File: config.mk
export PLATFORM = sky130hd
export DESIGN_NAME = multicycle_cpu_flat
export DESIGN_NICKNAME = d
export VERILOG_FILES = /design/src/rtl/multicycle_cpu_if.sv /design/src/rtl/multicycle_cpu.sv /design/src/flat_wrapper.sv
export SDC_FILE = /design/constraint.sdc
export NUM_CORES = 1
export LEC_CHECK = 0
export CAP_MARGIN = 20
export CORE_MARGIN = 2
export CORE_UTILIZATION = 30
export DETAILED_ROUTE_END_ITERATION = 16
export SLEW_MARGIN = 40
export SYNTH_ARGS = -nofsm -noshare
export SYNTH_HDL_FRONTEND = slang
export SYNTH_SLANG_ARGS = --single-unit
File: constraint.sdc
create_clock -name clk -period 7.4 [get_ports clk]
set_input_delay 0.74 -clock clk [delete_from_list [all_inputs] [get_ports clk]]
set_output_delay 0.74 -clock clk [all_outputs]
set_load 0.01 [all_outputs]
File: src/rtl/multicycle_cpu_if.sv
// Instruction-memory bus between the CPU (master) and the program store (slave).
// Data is expected one cycle after the address is presented.
interface multicycle_cpu_if #(
    parameter int PC_W = 7
);
    logic [PC_W-1:0] imem_addr;
    logic [31:0]     imem_data;

    modport master (output imem_addr, input  imem_data);
    modport slave  (input  imem_addr, output imem_data);
endinterface

File: src/rtl/multicycle_cpu.sv
// Four-state multicycle CPU: FETCH -> DECODE -> EXEC -> WB, with a sticky HALT.
// Register file, PC, status outputs and instruction register share one reset domain.
module multicycle_cpu #(
    parameter int DATA_W = 16,
    parameter int PC_W   = 7,
    parameter int NREGS  = 8
) (
    input  logic                clk,
    input  logic                reset,
    input  logic                run,
    multicycle_cpu_if.master    imem,
    output logic [DATA_W-1:0]   out,
    output logic [PC_W-1:0]     pc_out,
    output logic                zero,
    output logic                halted,
    output logic                wb_en
);
    localparam int RIDX_W = $clog2(NREGS);

    localparam logic [3:0] OP_ADD  = 4'd1;
    localparam logic [3:0] OP_SUB  = 4'd2;
    localparam logic [3:0] OP_AND  = 4'd3;
    localparam logic [3:0] OP_OR   = 4'd4;
    localparam logic [3:0] OP_ADDI = 4'd5;
    localparam logic [3:0] OP_BEQ  = 4'd6;
    localparam logic [3:0] OP_JMP  = 4'd7;
    localparam logic [3:0] OP_HALT = 4'd15;

    typedef enum logic [2:0] {FETCH, DECODE, EXEC, WB, HALT} state_t;

    state_t              state_reg;
    logic [PC_W-1:0]     pc_reg;
    logic [31:0]         ir_reg;
    logic [DATA_W-1:0]   a_reg;
    logic [DATA_W-1:0]   b_reg;
    logic [DATA_W-1:0]   alu_reg;
    logic [DATA_W-1:0]   rf [NREGS];

    logic [3:0]          ir_op;
    logic [RIDX_W-1:0]   ir_rd;
    logic [15:0]         ir_imm;
    logic [RIDX_W-1:0]   dec_rs1;
    logic [RIDX_W-1:0]   dec_rs2;
    logic [DATA_W-1:0]   imm_ext;
    logic [DATA_W-1:0]   alu_next;
    logic                is_alu;
    logic                unused_ir;

    assign ir_op   = ir_reg[31:28];
    assign ir_rd   = ir_reg[24 +: RIDX_W];
    assign ir_imm  = ir_reg[15:0];
    // Operands are read in DECODE, before the instruction register has captured the word.
    assign dec_rs1 = imem.imem_data[20 +: RIDX_W];
    assign dec_rs2 = imem.imem_data[16 +: RIDX_W];
    // Source fields and high index bits are consumed only at decode time.
    assign unused_ir = ^ir_reg;

    generate
        if (DATA_W > 16) begin : g_imm_sext
            assign imm_ext = {{(DATA_W-16){ir_imm[15]}}, ir_imm};
        end else begin : g_imm_trunc
            assign imm_ext = ir_imm[DATA_W-1:0];
        end
    endgenerate

    always_comb begin
        alu_next = '0;
        is_alu   = 1'b1;
        case (ir_op)
            OP_ADD:  alu_next = a_reg + b_reg;
            OP_SUB:  alu_next = a_reg - b_reg;
            OP_AND:  alu_next = a_reg & b_reg;
            OP_OR:   alu_next = a_reg | b_reg;
            OP_ADDI: alu_next = a_reg + imm_ext;
            default: is_alu   = 1'b0;
        endcase
    end

    assign imem.imem_addr = pc_reg;
    assign pc_out         = pc_reg;

    always_ff @(posedge clk or negedge reset) begin
        if (!reset) begin
            state_reg <= FETCH;
            pc_reg    <= '0;
            ir_reg    <= '0;
            a_reg     <= '0;
            b_reg     <= '0;
            alu_reg   <= '0;
            out       <= '0;
            zero      <= 1'b0;
            halted    <= 1'b0;
            wb_en     <= 1'b0;
            for (int i = 0; i < NREGS; i++) begin
                rf[i] <= '0;
            end
        end else begin
            wb_en <= 1'b0;
            case (state_reg)
                FETCH: begin
                    if (run) begin
                        state_reg <= DECODE;
                    end
                end
                DECODE: begin
                    ir_reg    <= imem.imem_data;
                    a_reg     <= rf[dec_rs1];
                    b_reg     <= rf[dec_rs2];
                    state_reg <= EXEC;
                end
                EXEC: begin
                    if (is_alu) begin
                        alu_reg <= alu_next;
                        zero    <= (alu_next == '0);
                    end
                    state_reg <= WB;
                end
                WB: begin
                    // r0 is never written, so it keeps reading as zero.
                    if (is_alu && (ir_rd != '0)) begin
                        rf[ir_rd] <= alu_reg;
                        out       <= alu_reg;
                        wb_en     <= 1'b1;
                    end
                    state_reg <= FETCH;
                    case (ir_op)
                        OP_BEQ: begin
                            if (a_reg == b_reg) begin
                                pc_reg <= pc_reg + ir_imm[PC_W-1:0];
                            end else begin
                                pc_reg <= pc_reg + PC_W'(1);
                            end
                        end
                        OP_JMP:  pc_reg <= ir_imm[PC_W-1:0];
                        OP_HALT: begin
                            state_reg <= HALT;
                            halted    <= 1'b1;
                        end
                        default: pc_reg <= pc_reg + PC_W'(1);
                    endcase
                end
                HALT: begin
                    state_reg <= HALT;
                end
                default: begin
                    state_reg <= FETCH;
                end
            endcase
        end
    end
endmodule

File: src/flat_wrapper.sv
// flat-port wrapper written by rule: the top's interface ports become plain ports
module multicycle_cpu_flat 
#(
    parameter int DATA_W = 16,
    parameter int PC_W   = 7,
    parameter int NREGS  = 8
)
  (clk, reset, run, out, pc_out, zero, halted, wb_en, imem_imem_addr, imem_imem_data);
  multicycle_cpu_if #(.PC_W(PC_W)) imem_i ();
  input  logic clk;
  input  logic reset;
  input  logic run;
  output logic [DATA_W-1:0] out;
  output logic [PC_W-1:0] pc_out;
  output logic zero;
  output logic halted;
  output logic wb_en;
  output wire logic [$bits(imem_i.imem_addr)-1:0] imem_imem_addr;
  input wire logic [$bits(imem_i.imem_data)-1:0] imem_imem_data;
  assign imem_imem_addr = imem_i.imem_addr;
  assign imem_i.imem_data = imem_imem_data;
  multicycle_cpu #(.DATA_W(DATA_W), .PC_W(PC_W), .NREGS(NREGS)) u_core (.clk(clk), .reset(reset), .run(run), .imem(imem_i), .out(out), .pc_out(pc_out), .zero(zero), .halted(halted), .wb_en(wb_en));
endmodule
### Word-level counts from Yosys, hierarchy flattened

Cells that the tools add are included.

* add/subtract/negate cells: 5
* magnitude comparators: 4
* equality and inequality tests: 14
* mux-type cells: 18
* bitwise logic cells: 6
* reductions and logical operators: 10

Operators with widths (number)
* 128-bit bitwise mux: 1
* 16-bit binary-select mux with 3-bit select: 2
* 16-bit two-way mux: 5
* 16-bit one-hot mux with 5 select lines: 1
* 16-bit demux with 3-bit select: 1
* 16-bit adder: 2
* 7-bit one-hot mux with 3 select lines: 1
* 16-bit AND: 1
* 16-bit equality test: 1
* 4-bit by 3-bit equality test with 1-bit output (second input constant): 4
* 16-bit zero test: 1
* 16-bit bitwise OR: 1
* 16-bit subtractor: 1
* 3-bit one-hot mux with 5 select lines: 1
* 4-bit >= comparator (second input constant): 3
* 3-bit inverter with 4-bit output: 3
* 4-bit by 2-bit equality test with 1-bit output (second input constant): 2
* 2-bit AND reduction: 4
* 7-bit by 1-bit adder with 7-bit output (second input constant): 1
* 7-bit adder: 1
* 7-bit two-way mux: 1
* 3-bit by 2-bit equality test with 1-bit output (second input constant): 2
* 3-bit two-way mux: 2
* 5-bit OR reduction: 1
* other kinds (11): 14

* register bits: 237
* bits of input ports: 35
* output and inout port bits: 33
* logic and storage cells: 75

### Longest topological paths before layout

Gate-level depths: netlist (run 1).

* depth in word-level cells: 6
* gate-level depth with buffers: 18
* gate-level depth less buffers: 16

### Worst setup path before layout (run 1)

Ideal clock, no wire load.

* path kind: register -> register
* start: register u_core.ir_reg[29]
* end: register u_core.zero
* arrival time: 3730 ps
* required time: 7332 ps
* path slack: 3601 ps
* cell stages (with the launch flop): 19
* buffers on the path: 3
* cell sequence: dfrtp_1 buf_4 buf_2 nor4b_2 clkbuf_1 nand2_1 o21ai_0 ha_1 inv_1 fa_1 nand3b_1 nand2_1 xnor2_1 o221ai_1 or4b_1 nor4_2 nand4_1 nor4_2 a32o_1

* longest elaborated chain between the ends: 4

Ends and longest elaborated chain
* from (decl): line multicycle_cpu.sv:33 `logic [31:0] ir_reg;`
* from (signal assigned): line multicycle_cpu.sv:106 `ir_reg <= imem.imem_data;`
* branches (longest 4 deep; another with 16-bit one-hot mux with 5 select lines)
* to (signal assigned): line multicycle_cpu.sv:114 `zero <= (alu_next == '0);`
* to (decl): line multicycle_cpu.sv:14 `output logic zero,`

Parallel ways; which one is timed is not known.
A chain may end at the register's enable or synchronous reset.

### Worst setup path in the final report (run 1)

* start: register u_core.ir_reg[30]
* end: register u_core.zero

The elaborated chain is that of the path after synthesis.

==> key figures, run 1 <==
Outcome
  • Outcome: completed

Global routing
  • Total grt overflow: 0
  • First-pass GRT wire length: 53.6 mm
  • Total GRT Usage: 0.144
  • Vias in the first global route: 9464
  • Largest net degree at the start of global routing: 90
  • Initial antenna violation count: 0

Critical path
  • WP buf/inv: 3
  • CP endpoint kind: flip-flop
  • Kind of cell adding the most delay to the critical path: simple AND/OR/NAND/NOR gates
  • CP peak stage delay: 0.60 ns
  • CP max-delay cell: or4b_1
  • Critical path type: flip-flop to flip-flop
  • Cell Chain, Critical Path: inv_1 -> nor4b_4 -> buf_4 -> nand2_1 -> o21ai_0 -> ha_1 -> inv_1 -> fa_1 -> nand3b_1 -> nand2_1 -> xnor2_1 -> o221ai_1 -> or4b_1 -> nor4_2 -> nand4_1 -> nor4_2 -> a32o_1
  • Startpoint Class: flip-flop
  • WP data required: 7.87 ns
  • CP max FO: 32
  • CP arrival: 4.81 ns

Yosys
  • Synth area leaders: dfrtp_1 (43%), mux2_2 (13%), mux4_2 (11%)
  • Cell taking the most area after synthesis: dfrtp_1
  • Syn Inst Count: 1152
  • Flops & latches, synth: 228
  • Largest family of logic cells by synthesized area: multiplexers
  • Post-synth EDFFs: 0
  • Seq/Total Area, Yosys: 0.426
  • Syn_nets: 1262
  • Top cell type's share of synthesized area: 0.426
  • Yosys cell types: 69
  • Simple-gate area share of the yosys netlist: 0.0883
  • Ys flop type: dfrtp_1
  • Compound-Gate Fraction of Synth Area: 0.0874
  • Xor/xnor share of the synthesized area: 0.0203
  • Syn avg cell area: 11.6 um^2
  • Synth Area in Adders: 0.0717
  • Synth async-reset ratio: 1.00
  • Mapped Area: 13400 um^2
  • Mux contribution to synthesized area: 0.266
  • Ys Warns: 0

Route
  • Drt initial violations: 628
  • Met2 wire len: 15.3 mm
  • Router iterations before antenna repair: 5
  • Via/cell ratio: 5.09
  • Detail Route Antenna Nets: 0
  • Total Wirelength: 32.9 mm
  • DR WL met3: 1.50 mm
  • Via count: 9088
  • Met1 Routed Length: 15.3 mm
  • DR top layer: met4
  • # DRC: 0
  • Drt wl/cell: 18.4 um

Clocking
  • Setup bufs post-CTS: 0
  • CTS root buf: clkbuf_16
  • Post-cts sizing count: 0
  • Clock-pin slew on the worst setup and hold paths: 0.06 ns
  • TritonCTS clock tree: yes
  • CTS sink count: 228
  • Buffer depth of the longest clock path: 3
  • CTS Buf Count: 25
  • Cts hold-fix bufs: 0
  • Later-pin clock latency in the skew report: 0.53 ns
  • H-tree Lvls: 1

Die
  • Die width: 215 um
  • Site row count: 77
  • Die area: 46300 um^2
  • # IOs: 68
  • Starting Density: 0.304
  • Chip height: 215 um
  • Core Box Area: 44100 um^2

Layout
  • Fin nets: 1288
  • Largest register FFs: 128
  • Post-route insts no fill: 1785
  • Layout fillers: 4379
  • Multi-input gate area: 7220 um^2
  • Register Area: 5710 um^2
  • Layout cells sized above 1: 0.248
  • Layout Area Growth over Synthesis: 15.3%
  • N_diodes: 0

Place
  • Port-buffer cells: 64
  • Placed insts: 1743
  • Routability cong.: 0.869
  • DP HPWL: 22.4 mm

STA
  • RSZ-0062 raised after global routing: false
  • Final Max Tran Viols: 0
  • Worst-Margin Slew: 0.700 ns
  • Final setup violating endpoints: 0
  • Fin. Hold Viols: 0
  • Slew margin rel.: 0.534
  • Clock skew: 0.0148 ns
  • Post-route minimum period: 4.34 ns
  • Final hold slack: 0.108 ns
  • Setup TNS: 0 ns
  • Crit share post-route: 0.586
  • Max Clk Rate: 0.231 GHz

Power and ir drop
  • Leakage power: 6.83 nW
  • Power density over cell area: 427 nW/um^2
  • IR drop worst, VDD: 188 uV

Worst hold path
  • Hold Path Class: primary input to async pin

Run
  • Max-capacitance violation count: 0
## cells by family (layout without fill, tap and decap cells)
family / count (synthesis) / count (layout)
xor+xnor: 31 / 31
mux: 257 / 257
compound gates: 190 / 190
fa+ha+maj: 75 / 75
flops: 228 / 228
simple gates: 239 / 239
buf+inv: 132 / 173
## final timing paths
kind / cells past startpoint / startpoint / slack, ns / endpoint
worst min-delay path: 1 / reset / 0.11 / u_core.imem.imem_addr[2]
worst max-delay path: 17 / u_core.ir_reg[30] / 3.06 / u_core.zero
worst max register to register: 17 / u_core.ir_reg[30] / 3.06 / u_core.zero
max in group asynchronous: 3 / reset / 5.98 / u_core.rf[69]
worst min register to register: 0 / u_core.rf[122] / 0.39 / u_core.rf[122]
min in group clk: 0 / u_core.rf[122] / 0.39 / u_core.rf[122]
## placed cells by master (no fill, tap or decap), drive strengths merged, types with 5 or more instances in the layout
cell           Yosys  routed
o21ai             56      56
clkdlybuf4s50      0      61
a21o               6       6
o211ai             5       5
o21bai             5       5
a21oi             63      63
nand2             65      65
nand2b             5       5
inv               48      49
clkbuf            55      35
buf               29      22
nand3             14      14
nand3b             7       7
mux2i             39      39
nor2              85      85
a221oi             8       8
o31a               5       5
dfrtp            228     228
nor3              13      13
mux4              64      64
nor3b              8       8
nor2b              9       9
xor2              11      11
mux2             154     154
xnor2             20      20
ha                72      72
## cell usage after synthesis (all sizes together) (3+ instances only)
| library cell | count |
|---|---|
| o21ai | 56 |
| mux2 | 154 |
| o41ai | 4 |
| o31a | 5 |
| dfrtp | 228 |
| mux2i | 39 |
| nor3b | 8 |
| nor3 | 13 |
| a311oi | 3 |
| mux4 | 64 |
| or2 | 3 |
| xnor2 | 20 |
| a21boi | 4 |
| a221oi | 8 |
| xor2 | 11 |
| clkbuf | 55 |
| o221ai | 4 |
| buf | 29 |
| o211ai | 5 |
| nor2b | 9 |
| inv | 48 |
| ha | 72 |
| fa | 3 |
| or4 | 4 |
| nand4 | 4 |
| nand3 | 14 |
| a22oi | 3 |
| or3 | 3 |
| o22ai | 3 |
| nor2 | 85 |
| a21o | 6 |
| o21bai | 5 |
| a211oi | 3 |
| or4b | 3 |
| a31oi | 4 |
| a21oi | 63 |
| nand2b | 5 |
| nand2 | 65 |
| nand3b | 7 |
| nor4 | 4 |
## where the power goes
part / switching (mW) / internal (mW) / leakage [nW]
Sequential: 0.505 / 1.70 / 3.00
Clock: 0.503 / 0.718 / 0.387
Combinational: 1.65 / 1.52 / 3.44
Total: 2.65 / 3.94 / 6.83
## cell type report
class,count,share of cell area
Timing Repair Buffer,83,0.0527
Multi-Input combinational cell,792,0.467
Tap cell,592,0.0480
Clock buffer,35,0.0449
Sequential cell,228,0.369
Inverter,48,0.0117
Clock inverter,7,0.00600
## worst reg2reg max path, stage by stage, from the launching register on
cell	delay, ns
dfrtp_1	0.53
inv_1	0.24
nor4b_4	0.24
buf_4	0.35
nand2_1	0.10
o21ai_0	0.09
ha_1	0.21
inv_1	0.07
fa_1	0.43
nand3b_1	0.21
nand2_1	0.12
xnor2_1	0.15
o221ai_1	0.16
or4b_1	0.60
nor4_2	0.23
nand4_1	0.17
nor4_2	0.19
a32o_1	0.19
## metrics by stage
stage	setup WS, ns	util	instance area [um^2]	power (mW)
floorplan	3.60	-	13400	4.46
global placement	3.15	0.330	14600	5.27
detailed placement	3.04	0.332	14700	5.37
CTS	3.00	0.350	15400	6.64
global route	2.73	0.350	15400	7.12
finish	3.06	0.350	15400	6.59
## layer usage
metal / GRT usage / vias to the layer above
li1: - / 4257
met1: 0.201 / 4592
met2: 0.234 / 192
met3: 0.0232 / 47
met4: 0.0382 / 0
met5: 0 / -
Power figures use the tool's default switching activity.
==> inputs of run 2 (changes only) <==
clock period = 3.81 ns   (was 7.4 ns; I/O delays follow)
==> run 2 against run 1 <==
Effect of this change: total power rose by 99%; sequential power increased by 91%; die area unchanged; count of clock-buffer cells in the layout fell by 1; largest cell class unchanged.
==> key figures, run 2 (synthesized netlist as in run 1, its figures left out) <==
Outcome
  • Outcome: completed

Clocking
  • Buffer depth of the longest clock path: 3 (unchanged)
  • CTS Buf Count: 26 (+4.0%)
  • H-tree Lvls: 1 (unchanged)
  • TritonCTS clock tree: yes
  • Clock-pin slew on the worst setup and hold paths: 0.06 ns (about the same)
  • CTS root buf: clkbuf_16
  • CTS sink count: 228 (unchanged)
  • Later-pin clock latency in the skew report: 0.56 ns (+0.03 ns)

Power and ir drop
  • Clk pwr share: 0.198 (+0.013)
  • Sw Share: 0.399 (-0.00296)
  • Leakage power: 6.95 nW (+1.8%)
  • Cell internal pwr: 7.88 mW (+100%)
  • Power consumption: 13.1 mW (+99%)
  • Psw: 5.24 mW (+97%)
  • Power density over cell area: 838 nW/um^2 (+96%)
  • Combinational power share: 0.480 (about the same)
  • IR drop worst, VDD: 340 uV (+81%)
  • Sequential Power Share: 0.322 (-0.012)

Layout
  • Layout Area Growth over Synthesis: 16.8%
  • Largest register FFs: 128 (unchanged)
  • Commonest non-fill, non-tap cell in the layout: dfrtp_1
  • Layout cells sized above 1: 0.264 (+0.0155)
  • Fin nets: 1304 (+1.2%)
  • Most frequent cells in the layout: dfrtp_1 (228), mux2_2 (154), nor2_1 (85), ha_1 (72), mux4_2 (64)
  • Utilization after layout: 0.355 (+0.00462)
  • Layout fillers: 4453 (+1.7%)

STA
  • Max Clk Rate: 0.277 GHz (+20%)
  • Fin. Hold Viols: 0 (unchanged)
  • Clock skew: 0.0202 ns (+0.00537 ns)
  • Crit share post-route: 0.947 (+0.361)
  • Slew margin rel.: 0.534 (about the same)
  • Final setup violating endpoints: 0 (unchanged)
  • Worst-Margin Slew: 0.699 ns (-0.000701 ns)
  • RSZ-0062 raised after global routing: true
  • Final Max Tran Viols: 0 (unchanged)
  • Post-route minimum period: 3.61 ns (-0.730 ns)
  • Final hold slack: 0.392 ns (+0.285 ns)

Critical path
  • FF-to-FF setup slack: 0.20 ns (-2.86 ns)
  • CP max-delay cell: dfrtp_1
  • WP data required: 4.25 ns (-3.62 ns)
  • R2R cell count: 13 (-4)
  • CP peak stage delay: 0.40 ns (-0.20 ns)
  • CP max FO: 18 (-44%)
  • Reg2reg start: u_core.ir_reg[29]
  • CP arrival: 4.05 ns (-0.76 ns)
  • Critical path type: flip-flop to flip-flop
  • WP buf/inv: 2 (-1)
  • R2R Path End: u_core.zero
  • Cell Chain, Critical Path: nor4b_4 -> buf_4 -> buf_4 -> o21ai_0 -> ha_1 -> a211oi_1 -> nor2_1 -> o41ai_2 -> a311oi_1 -> a21o_1 -> o41ai_1 -> nor3_1 -> a32o_1
  • Startpoint Class: flip-flop
  • CP endpoint kind: flip-flop
  • Most used cell, CP: buf_4
  • Kind of cell adding the most delay to the critical path: compound AO/OA/AOI/OAI gates

Route
  • Drt wl/cell: 18.3 um (-0.85%)
  • Met1 Routed Length: 15.5 mm (+1.1%)
  • Via count: 9167 (+0.87%)
  • DR top layer: met4
  • Detail Route Antenna Nets: 0 (unchanged)
  • Via/cell ratio: 5.07 (-0.36%)
  • Total Wirelength: 33.0 mm (+0.37%)
  • Met2 wire len: 15.4 mm (+0.93%)
  • Drt initial violations: 458 (-27%)
  • DR WL met3: 1.38 mm (-8.1%)
  • # DRC: 0 (unchanged)
  • Router iterations before antenna repair: 5 (unchanged)

Global routing
  • Largest net degree at the start of global routing: 87 (-3.3%)
  • Total grt overflow: 0 (unchanged)
  • Total GRT Usage: 0.143 (-0.00148)
  • Initial antenna violation count: 1 (+1)
  • Vias in the first global route: 9262 (-2.1%)
  • First-pass GRT wire length: 52.7 mm (-1.7%)

Run
  • Max-capacitance violation count: 0 (unchanged)

Place
  • Port-buffer cells: 64 (unchanged)
  • DP HPWL: 23.1 mm (+3.1%)
  • Routability cong.: 0.854 (-1.7%)

Die
  • Die area: 46300 um^2 (unchanged)
  • Site row count: 77 (unchanged)
  • Die width: 215 um (unchanged)
  • # IOs: 68 (unchanged)
  • Chip height: 215 um (unchanged)
  • Core Box Area: 44100 um^2 (unchanged)
  • Starting Density: 0.304 (unchanged)

Worst hold path
  • Hold Path Class: primary input to async pin
[run 2: power groups by stage]
stage | Combinational (mW) | Sequential [mW] | Clock [mW]
floorplan | 4.72 | 3.94 | 0
global placement | 6.15 | 4.20 | 0
detailed placement | 6.25 | 4.26 | 0
global route | 7.01 | 4.37 | 2.77
finish | 6.30 | 4.22 | 2.59
CTS | 6.31 | 4.22 | 2.66
[run 2: per-layer routing]
metal,vias to the layer above,track usage
li1,4272,-
met1,4664,0.197
met2,188,0.234
met3,43,0.0224
met4,0,0.0366
met5,-,0
[run 2: area by class of cell]
type	count	area, um^2	area share
Antenna cell	1	2.50	0.000160
Clock buffer	34	721	0.0461
Clock inverter	14	180	0.0115
Inverter	48	180	0.0115
Multi-Input combinational cell	792	7210	0.461
Sequential cell	228	5710	0.365
Tap cell	592	741	0.0473
Timing Repair Buffer	98	911	0.0582
[run 2: stage by stage]
step / setup slack (ns) / std cells / cell area (um^2) / TNS [ns]
detailed placement: 0.0445 / 1757 / 14700 / 0
floorplan: 0.0112 / 1152 / 13400 / 0
finish: 0.201 / 1807 / 15600 / 0
global placement: 0.128 / 1757 / 14700 / 0
CTS: 0.0453 / 1806 / 15600 / 0
global route: -0.0778 / 1806 / 15600 / -0.0778
[run 2: timing repair]
action / CTS / global route
endpoints found under the setup margin: 0 / 2
hold buffers: 1 / 0
setup buffers: 0 / 0
gates resized for setup: 0 / 2
endpoints found under the hold margin: 83 / 0
[run 2: how the worst max path moves through the flow]
| stage | startpoint | endpoint | slack (ns) | depth (start not counted) |
|---|---|---|---|---|
| after floorplan | u_core.ir_reg[29] | u_core.zero | 0.01 | 18 |
| after global placement | u_core.ir_reg[29] | u_core.zero | 0.13 | 13 |
| after detailed placement | u_core.ir_reg[29] | u_core.zero | 0.04 | 13 |
| after CTS | u_core.ir_reg[29] | u_core.zero | 0.05 | 13 |
| after global routing | u_core.ir_reg[29] | u_core.zero | -0.08 | 13 |
| final | u_core.ir_reg[29] | u_core.zero | 0.20 | 13 |
==> inputs of run 3 (changes only) <==
CORE_MARGIN = unset   (was 2)
==> run 3 against run 2 <==
Effect of this change: register-to-register slack improved by 0.02 ns; clock power shrank 2%; non-clock buffer count rose by 2; fmax up 0.51%; hold slack worse by 0.060 ns; sequential cell count is the same; combinational power increased by 3%; sequential share of layout area down 0.17 points; sequential power about the same; design area rose by 0.46%; largest power group unchanged.
==> key figures, run 3 (synthesized netlist as in run 1, its figures left out) <==
Global routing
  • Vias in the first global route: 9428 (+1.8%)
  • Largest net degree at the start of global routing: 103 (+18%)
  • First-pass GRT wire length: 53.3 mm (+1.2%)
  • Initial antenna violation count: 1 (unchanged)
  • Total grt overflow: 0 (unchanged)
  • Total GRT Usage: 0.149 (+0.00644)

Power and ir drop
  • Power consumption: 13.2 mW (+0.87%)
  • Combinational power share: 0.489 (+0.009)
  • Power density over cell area: 842 nW/um^2 (+0.41%)
  • Clk pwr share: 0.192 (-0.006)
  • Cell internal pwr: 7.91 mW (+0.40%)
  • Leakage power: 6.95 nW (about the same)
  • Psw: 5.32 mW (+1.6%)
  • Sw Share: 0.402 (+0.00276)
  • IR drop worst, VDD: 401 uV (+18%)
  • Sequential Power Share: 0.319 (-0.003)

Critical path
  • Reg2reg start: u_core.ir_reg[30]
  • WP data required: 4.28 ns (+0.03 ns)
  • Kind of cell adding the most delay to the critical path: simple AND/OR/NAND/NOR gates
  • CP endpoint kind: flip-flop
  • CP arrival: 4.06 ns (about the same)
  • Critical path type: flip-flop to flip-flop
  • CP max-delay cell: dfrtp_1
  • Most used cell, CP: a21oi_1
  • Startpoint Class: flip-flop
  • Critical Path Start: u_core.ir_reg[30]
  • CP peak stage delay: 0.34 ns (-0.06 ns)
  • WP buf/inv: 2 (unchanged)
  • R2R cell count: 15 (+2)
  • CP max FO: 13 (-5)
  • R2R Path End: u_core.zero
  • FF-to-FF setup slack: 0.22 ns (+0.02 ns)
  • Cell Chain, Critical Path: inv_1 -> nor4b_4 -> buf_6 -> nand2_1 -> o21ai_0 -> ha_1 -> a21oi_1 -> a21oi_1 -> o31a_1 -> a311oi_2 -> nand3_1 -> nor4_4 -> nand4_1 -> nor4_2 -> a32o_1

Clocking
  • CTS Buf Count: 27 (+3.8%)
  • Clock-pin slew on the worst setup and hold paths: 0.06 ns (about the same)
  • CTS sink count: 228 (unchanged)
  • H-tree Lvls: 1 (unchanged)
  • Setup bufs post-CTS: 0 (unchanged)
  • Later-pin clock latency in the skew report: 0.53 ns (-0.03 ns)
  • Buffer depth of the longest clock path: 3 (unchanged)
  • CTS root buf: clkbuf_16
  • TritonCTS clock tree: yes

STA
  • Final hold slack: 0.333 ns (-0.0597 ns)
  • Slew margin rel.: 0.518 (-0.0165)
  • Final setup violating endpoints: 0 (unchanged)
  • Post-route minimum period: 3.59 ns (-0.0184 ns)
  • Clock skew: 0.0147 ns (-0.00543 ns)
  • Fin. Hold Viols: 0 (unchanged)
  • Setup TNS: 0 ns (unchanged)
  • Crit share post-route: 0.942 (-0.00483)
  • RSZ-0062 raised after global routing: false
  • Max Clk Rate: 0.279 GHz (+0.51%)
  • Worst-Margin Slew: 0.716 ns (+0.0171 ns)
  • Final Max Tran Viols: 0 (unchanged)

Die
  • Chip height: 213 um (-0.93%)
  • Die width: 213 um (-0.93%)
  • Core Box Area: 44100 um^2 (unchanged)
  • Starting Density: 0.304 (unchanged)
  • Die area: 45500 um^2 (-1.8%)
  • Site row count: 77 (unchanged)
  • # IOs: 68 (unchanged)

Run
  • Max-capacitance violation count: 0 (unchanged)

Layout
  • Most frequent cells in the layout: dfrtp_1 (228), mux2_2 (154), nor2_1 (85), ha_1 (70), mux4_2 (64)
  • Fin nets: 1307 (+0.23%)
  • Largest register FFs: 128 (unchanged)
  • N_diodes: 0 (-1)
  • Multi-input gate area: 7240 um^2 (+0.54%)
  • Commonest non-fill, non-tap cell in the layout: dfrtp_1
  • Register Area: 5710 um^2 (unchanged)
  • Layout fillers: 4379 (-1.7%)
  • Layout cells sized above 1: 0.267 (+0.00308)
  • Layout Area Growth over Synthesis: 17.4%

Route
  • Drt wl/cell: 18.4 um (+0.59%)
  • Detail Route Antenna Nets: 0 (unchanged)
  • Drt initial violations: 509 (+11%)
  • Via/cell ratio: 5.07 (about the same)
  • # DRC: 0 (unchanged)
  • Router iterations before antenna repair: 7 (+2)
  • Total Wirelength: 33.2 mm (+0.59%)
  • Via count: 9163 (-0.044%)

Place
  • DP HPWL: 23.0 mm (-0.35%)
  • Routability cong.: 0.855 (about the same)
  • Port-buffer cells: 64 (unchanged)

Worst hold path
  • Hold Path Class: primary input to async pin

Outcome
  • Outcome: completed
## run 3: cell count changes in the layout (fill, tap and decap cells not counted), moves of 2 or more
cell	delta
ha_1	-2
clkdlybuf4s50_1	+2
clkbuf_1	+2
a311oi_2	+2
clkbuf_8	+3
buf_6	+2
ha_2	+2
o21ai_1	+2
a311oi_1	-2
buf_4	-3
clkinv_2	-6
o21ai_0	-2
bufinv_16	-2
## run 3: worst reg2reg max path, stage by stage, from the launching register on
cell and delay [ns]:
dfrtp_1 0.34, inv_1 0.07, nor4b_4 0.34, buf_6 0.20
nand2_1 0.06, o21ai_0 0.12, ha_1 0.31, a21oi_1 0.22
a21oi_1 0.15, o31a_1 0.30, a311oi_2 0.31, nand3_1 0.20
nor4_4 0.32, nand4_1 0.16, nor4_2 0.24, a32o_1 0.19
## run 3: worst max-delay path by stage
| stage | end | slack [ns] | depth (start not counted) |
|---|---|---|---|
| floorplan | u_core.zero | 0.01 | 18 |
| global placement | u_core.zero | 0.11 | 13 |
| detailed placement | u_core.zero | 0.13 | 13 |
| CTS | u_core.zero | 0.13 | 13 |
| global route | u_core.zero | 0.004 | 16 |
| finish | u_core.zero | 0.22 | 15 |
## run 3: final cells by class
type                            count  area share
Timing Repair Buffer              100      0.0619
Inverter                           48      0.0115
Clock inverter                      7     0.00502
Sequential cell                   228       0.363
Multi-Input combinational cell    792       0.461
Tap cell                          592      0.0471
Clock buffer                       40      0.0505
## run 3: per-stage QoR
stage,cell area [um^2],std cells,setup slack (ns),utilization
2_1_floorplan,13400,1152,0.0112,-
5_1_grt,15700,1807,0.00424,0.356
3_5_place_dp,14700,1758,0.131,0.334
4_1_cts,15600,1806,0.130,0.354
6_report,15700,1807,0.220,0.356
3_3_place_gp,14700,1758,0.112,0.334
## run 3: routing by layer
layer / routed length [um] / part of all wire / GRT usage
met1: 16000 / 0.48 / 0.209
met4: 859 / 0.026 / 0.0426
met3: 1420 / 0.043 / 0.0231
met2: 14900 / 0.45 / 0.238
met5: 13 / 0.00039 / 0
## run 3: what timing repair did
item                                    4_1_cts  5_1_grt
resized for setup                             0       14
endpoints found under the hold margin       100        0
endpoints found under the setup margin        0        2
hold buffers                                  1        0
## run 3: power groups by stage
| stage | clock network (mW) | logic (mW) | registers, mW |
|---|---|---|---|
| 2_1_floorplan | 0 | 4.72 | 3.94 |
| 3_3_place_gp | 0 | 6.20 | 4.19 |
| 3_5_place_dp | 0 | 6.31 | 4.26 |
| 4_1_cts | 2.61 | 6.37 | 4.22 |
| 5_1_grt | 2.71 | 7.16 | 4.37 |
| 6_report | 2.53 | 6.47 | 4.23 |
